--- config.mk ---
export PLATFORM = sky130hd
export DESIGN_NAME = aurora_rx_frame_unpack_flat
export DESIGN_NICKNAME = d
export VERILOG_FILES = /design/src/rtl/aurora_rx_frame_unpack_if.sv /design/src/rtl/aurora_rx_frame_unpack.sv /design/src/flat_wrapper.sv
export SDC_FILE = /design/constraint.sdc
export NUM_CORES = 1
export LEC_CHECK = 0
export ABC_AREA = 1
export CAP_MARGIN = 0
export CORE_UTILIZATION = 50
export CTS_CLUSTER_SIZE = 40
export DETAILED_ROUTE_END_ITERATION = 6
export HOLD_SLACK_MARGIN = 0.02
export PLACE_DENSITY = 0.81
export SYNTH_ARGS = -nofsm -noshare
export SYNTH_HDL_FRONTEND = slang
export SYNTH_SLANG_ARGS = --single-unit
--- constraint.sdc ---
create_clock -name clk -period 1.95 [get_ports clk]
set_input_delay 0.195 -clock clk [delete_from_list [all_inputs] [get_ports clk]]
set_output_delay 0.195 -clock clk [all_outputs]
set_load 0.005 [all_outputs]
--- src/rtl/aurora_rx_frame_unpack_if.sv ---
// Aurora RX user stream as delivered by the RX core: data, valid, last and byte keep.
// There is no ready signal; the sink must accept every valid beat.
`timescale 1ns / 1ps
interface aurora_rx_frame_unpack_if #(
  parameter int unsigned DATA_WIDTH = 32
);
  logic [DATA_WIDTH-1:0]   rx_data;
  logic                    rx_valid;
  logic                    rx_last;
  logic [DATA_WIDTH/8-1:0] rx_keep;

  modport master (
    output rx_data,
    output rx_valid,
    output rx_last,
    output rx_keep
  );

  modport slave (
    input rx_data,
    input rx_valid,
    input rx_last,
    input rx_keep
  );
endinterface

--- src/rtl/aurora_rx_frame_unpack.sv ---
// Reassembles fixed 3-word Aurora RX frames into word_1..word_3 and flags/counts
// short, long and partial-keep frames with saturating counters.
`timescale 1ns / 1ps
module aurora_rx_frame_unpack #(
  parameter int unsigned DATA_WIDTH = 32,
  parameter int unsigned CNT_WIDTH  = 16
) (
  input  logic                       clk,
  input  logic                       reset,
  aurora_rx_frame_unpack_if.slave    rx,
  output logic [DATA_WIDTH-1:0]      word_1,
  output logic [DATA_WIDTH-1:0]      word_2,
  output logic [DATA_WIDTH-1:0]      word_3,
  output logic                       frame_valid,
  output logic                       frame_err,
  output logic [CNT_WIDTH-1:0]       frame_count,
  output logic [CNT_WIDTH-1:0]       err_count
);

  typedef enum logic [1:0] {StIdle, StGot1, StGot2, StDrop} state_e;

  state_e state_q, state_d;

  logic [DATA_WIDTH-1:0] s1_q, s2_q;
  logic                  keep_bad_q, keep_bad_d;
  logic                  keep_bad_now;
  logic                  good_term, err_term;

  // Sticky keep error must include the beat being sampled right now.
  assign keep_bad_now = keep_bad_q | ~(&rx.rx_keep);

  always_ff @(posedge clk) begin
    if (!reset) begin
      state_q <= StIdle;
    end else begin
      state_q <= state_d;
    end
  end

  always_comb begin
    state_d = state_q;
    if (rx.rx_valid) begin
      unique case (state_q)
        StIdle:  state_d = rx.rx_last ? StIdle : StGot1;
        StGot1:  state_d = rx.rx_last ? StIdle : StGot2;
        StGot2:  state_d = rx.rx_last ? StIdle : StDrop;
        StDrop:  state_d = rx.rx_last ? StIdle : StDrop;
        default: state_d = StIdle;
      endcase
    end
  end

  always_comb begin
    good_term  = 1'b0;
    err_term   = 1'b0;
    keep_bad_d = keep_bad_q;
    if (rx.rx_valid) begin
      keep_bad_d = rx.rx_last ? 1'b0 : keep_bad_now;
      if (rx.rx_last) begin
        good_term = (state_q == StGot2) && !keep_bad_now;
        err_term  = !good_term;
      end
    end
  end

  always_ff @(posedge clk) begin
    if (!reset) begin
      s1_q        <= '0;
      s2_q        <= '0;
      keep_bad_q  <= 1'b0;
      word_1      <= '0;
      word_2      <= '0;
      word_3      <= '0;
      frame_valid <= 1'b0;
      frame_err   <= 1'b0;
      frame_count <= '0;
      err_count   <= '0;
    end else begin
      keep_bad_q  <= keep_bad_d;
      frame_valid <= good_term;
      frame_err   <= err_term;
      if (rx.rx_valid && (state_q == StIdle)) begin
        s1_q <= rx.rx_data;
      end
      if (rx.rx_valid && (state_q == StGot1)) begin
        s2_q <= rx.rx_data;
      end
      if (good_term) begin
        word_1 <= s1_q;
        word_2 <= s2_q;
        word_3 <= rx.rx_data;
        if (frame_count != '1) begin
          frame_count <= frame_count + 1'b1;
        end
      end
      if (err_term && (err_count != '1)) begin
        err_count <= err_count + 1'b1;
      end
    end
  end

endmodule

--- src/flat_wrapper.sv ---
// flat-port wrapper written by rule: the top's interface ports become plain ports
module aurora_rx_frame_unpack_flat 
#(
  parameter int unsigned DATA_WIDTH = 32,
  parameter int unsigned CNT_WIDTH  = 16
)
  (clk, reset, word_1, word_2, word_3, frame_valid, frame_err, frame_count, err_count, rx_rx_data, rx_rx_valid, rx_rx_last, rx_rx_keep);
  aurora_rx_frame_unpack_if #(.DATA_WIDTH(DATA_WIDTH)) rx_i ();
  input  logic clk;
  input  logic reset;
  output logic [DATA_WIDTH-1:0] word_1;
  output logic [DATA_WIDTH-1:0] word_2;
  output logic [DATA_WIDTH-1:0] word_3;
  output logic frame_valid;
  output logic frame_err;
  output logic [CNT_WIDTH-1:0] frame_count;
  output logic [CNT_WIDTH-1:0] err_count;
  input wire logic [$bits(rx_i.rx_data)-1:0] rx_rx_data;
  input wire logic [$bits(rx_i.rx_valid)-1:0] rx_rx_valid;
  input wire logic [$bits(rx_i.rx_last)-1:0] rx_rx_last;
  input wire logic [$bits(rx_i.rx_keep)-1:0] rx_rx_keep;
  assign rx_i.rx_data = rx_rx_data;
  assign rx_i.rx_valid = rx_rx_valid;
  assign rx_i.rx_last = rx_rx_last;
  assign rx_i.rx_keep = rx_rx_keep;
  aurora_rx_frame_unpack #(.DATA_WIDTH(DATA_WIDTH), .CNT_WIDTH(CNT_WIDTH)) u_core (.clk(clk), .reset(reset), .rx(rx_i), .word_1(word_1), .word_2(word_2), .word_3(word_3), .frame_valid(frame_valid), .frame_err(frame_err), .frame_count(frame_count), .err_count(err_count));
endmodule
==> key figures <==
STA
  • Maximum operating frequency: 582 MHz
  • Rel. slew slack: 66.9%
  • Hold Vio Cnt, Final: 0
  • Slew Limit Fails: 0
  • Final period util: 88.1%
  • Time the worst path needs with I/O delays and setup: 1720 ps
  • RSZ-0062 raised after global routing: false
  • Final setup vio count: 0
  • Final total negative setup slack: 0 ps
  • Slew at the pin closest to its max-slew limit: 496 ps
  • Layout Skew: 7.28 ps

CTS
  • Buffer depth of the longest clock path: 2
  • Count of hold buffers inserted by post-cts repair: 0
  • Gates resized, CTS repair: 0
  • Buffers inserted by post-CTS timing repair: 0
  • CTS clock-pin slew for the worst setup and hold paths: 70 ps
  • Later-pin clock latency in the skew report: 430 ps
  • TritonCTS clock tree: built
  • Number of CTS-inserted buffers: 17
  • CTS sink cnt: 197
  • Clk root buf: sky130_fd_sc_hd__clkbuf_16
  • H-tree depth reported by CTS: 4

Cells and area
  • Final Net Count: 1,212
  • Most frequent standard cell in the layout excluding fill and tap cells: sky130_fd_sc_hd__nor2_1
  • Layout Area Growth over Synthesis: 33.1%
  • FILL cells: 1,209
  • Most frequent cells in the layout: sky130_fd_sc_hd__nor2_1, sky130_fd_sc_hd__dfxtp_1, sky130_fd_sc_hd__o21ai_0
  • Final design utilization: 68.2%
  • Layout cells sized above 1: 5.58%

Pwr
  • Switching share of total power: 22.7%
  • Internal power: 6.32 mW
  • Leakage power total: 4.24 nW
  • Net switching power: 1.85 mW
  • Portion of total power attributed to the clock network: 44.0%
  • Pwr per Cell Area: 821 mW/mm^2
  • Relative contribution of sequential cells to total power: 51.1%
  • Maximum VDD drop: 0.579 mV
  • Part of the total power dissipated in combinational logic: 4.9%

Synth
  • Synth Flop Type: sky130_fd_sc_hd__dfxtp_1
  • Register bit count reported by yosys: 197
  • Nets in the synthesized netlist: 1,062
  • Sequential area share after synthesis: 52.7%
  • Largest family of logic cells by synthesized area: simple AND/OR/NAND/NOR gates
  • Number of enable-type register cells in the synthesized netlist: 0
  • Number of unique standard cell types used by synthesis: 26
  • Post-synthesis instance area: 0.00748 mm^2
  • Parity-gate share of the synthesized area counting xor and xnor cells: 0.468%
  • Synthesized instance count: 1,020
  • Total number of yosys warnings: 0
  • Mean Syn Cell Area: 7.33 um^2
  • Multiplexer fraction of the synthesized cell area: 0%
  • Compound-gate portion of the synthesized area: 13.1%
  • Adder and majority cell fraction of the synthesized area: 0.335%
  • Simple-gate share of the synthesized area: 28.1%
  • Async set-reset flop share out of synthesis: 0%

Floorplan
  • Die extent in y: 124 um
  • Die Footprint: 0.0155 mm^2
  • Boundary pin count: 170
  • Width of the chip: 124 um
  • Core area: 0.0146 mm^2
  • Placement row count: 44
  • Starting Density: 51.3%

Outcome
  • Outcome: completed

Critical path
  • Worst-path maximum fanout: 8
  • Worst path arrival time: 2040 ps
  • Data required time of the worst path: 2270 ps
  • Crit path launch type: flip-flop
  • Reg-to-reg setup timing slack: 230 ps
  • Type of the worst setup path: reg2reg
  • Type of element capturing the critical path: flip-flop

Route
  • Number of nets with antenna violations after routing: 0
  • Drt first-iter violations: 467
  • Via/cell ratio: 5.17
  • Detailed-route via count: 7,077
  • Post-Route WL: 18,900 um
  • First-pass DRT Iterations: 5
  • Wire length per cell after detailed routing: 13.8 um
  • Final routed DRC violation total: 0

Min path
  • Hold/Removal Path Class: in2reg

GRT
  • Largest net degree at the start of global routing: 136
  • Wire length of the first global-routing pass: 31,600 um
  • Antenna violations before repair: 1
  • All-layer global routing usage: 24.7%
  • Number of global-route vias before repair: 6,462
  • Total grt overflow: 0

Placed design
  • IO Port Bufs: 169
  • RD Place Congestion: 0.882
  • Hpwl dp: 11,800 um

Job
  • Max-Cap Viols: 0
==> cells in the mapped netlist, types with 2 or more instances <==
master / instances / area share, %
sky130_fd_sc_hd__a211oi_1: 2 / 0.20
sky130_fd_sc_hd__a21oi_1: 16 / 1.1
sky130_fd_sc_hd__a31oi_1: 3 / 0.25
sky130_fd_sc_hd__buf_2: 16 / 1.1
sky130_fd_sc_hd__buf_4: 2 / 0.20
sky130_fd_sc_hd__buf_6: 3 / 0.45
sky130_fd_sc_hd__clkbuf_1: 36 / 1.8
sky130_fd_sc_hd__dfxtp_1: 197 / 53
sky130_fd_sc_hd__ha_1: 2 / 0.33
sky130_fd_sc_hd__inv_1: 33 / 1.7
sky130_fd_sc_hd__nand2_1: 82 / 4.1
sky130_fd_sc_hd__nand2_2: 2 / 0.17
sky130_fd_sc_hd__nand3_1: 32 / 2.1
sky130_fd_sc_hd__nand3_2: 2 / 0.27
sky130_fd_sc_hd__nand4_1: 5 / 0.42
sky130_fd_sc_hd__nor2_1: 399 / 20
sky130_fd_sc_hd__nor2_2: 3 / 0.25
sky130_fd_sc_hd__nor3_1: 4 / 0.27
sky130_fd_sc_hd__o21ai_0: 171 / 11
sky130_fd_sc_hd__or2_2: 2 / 0.17
sky130_fd_sc_hd__xor2_1: 3 / 0.35
==> stage by stage <==
step / std cells / cell area [um^2] / hold WS (ps) / total power [mW] / worst slack (ps)
floorplan: 1020 / 7480 / 330 / 4.47 / 450
global placement: 1335 / 9350 / 459 / 4.66 / 129
detailed placement: 1335 / 9350 / 465 / 4.66 / 100
CTS: 1367 / 9950 / 190 / 8.22 / 240
global route: 1367 / 9950 / 200 / 8.47 / 4.31
finish: 1368 / 9950 / 210 / 8.17 / 233
==> power groups by stage <==
stage	clock network, mW	logic (mW)	registers (mW)
3_3_place_gp	0	0.395	4.26
2_1_floorplan	0	0.216	4.25
3_5_place_dp	0	0.402	4.26
6_report	3.59	0.404	4.17
5_1_grt	3.84	0.447	4.18
4_1_cts	3.64	0.405	4.17
==> flip-flops by register name, summed over array words and instances (netlist names) <==
signal,cells
u_core.frame_err,1
u_core.frame_valid,1
u_core.word_2,32
u_core.err_count,16
u_core.state_q,2
u_core.frame_count,16
u_core.s2_q,32
u_core.word_1,32
u_core.word_3,32
u_core.s1_q,32
u_core.keep_bad_q,1
==> critical path: stages, from the launching register on <==
cell and delay [ps]:
sky130_fd_sc_hd__dfxtp_1 410, sky130_fd_sc_hd__ha_1 220, sky130_fd_sc_hd__nand2_1 90, sky130_fd_sc_hd__nor2_2 240, sky130_fd_sc_hd__nand3_2 220, sky130_fd_sc_hd__nand2_2 220, sky130_fd_sc_hd__nor2_1 60, sky130_fd_sc_hd__nor2_1 100
sky130_fd_sc_hd__nor2_1 50
==> layer usage <==
| metal | vias to the layer above | wire length, um | global-route usage, % |
|---|---|---|---|
| met5 | - | 0 | 0 |
| met2 | 213 | 8730 | 38.9 |
| li1 | 3550 | - | - |
| met4 | 0 | 259 | 8.50 |
| met1 | 3290 | 8580 | 32.4 |
| met3 | 24 | 1300 | 7.13 |
==> final timing paths <==
| check | startpoint | endpoint | cells past startpoint |
|---|---|---|---|
| min | reset | u_core.err_count[12] | 3 |
| max reg2reg | u_core.frame_count[1] | u_core.frame_count[9] | 8 |
| max | u_core.frame_count[1] | u_core.frame_count[9] | 8 |
| min reg2reg | u_core.s1_q[30] | u_core.word_1[30] | 2 |
==> cell families after synthesis <==
group | after synthesis
AO/OA/AOI/OAI | 193
XOR/XNOR | 4
flip-flops | 197
buffers and inverters | 91
AND/OR/NAND/NOR | 533
adder cells (fa/ha/maj) | 2
==> layout make-up <==
class | instances | area, um^2 | share of cell area (%)
inverters | 34 | 128 | 1.28
multi-input cells | 732 | 3160 | 31.8
diodes | 1 | 2.50 | 0.0251
well taps | 184 | 230 | 2.31
repair buffers | 188 | 1880 | 18.9
flip-flops and latches | 197 | 3940 | 39.6
clock inverters | 15 | 180 | 1.81
clock buffers | 17 | 425 | 4.27
Note: power is estimated with default switching activity, not from simulation.
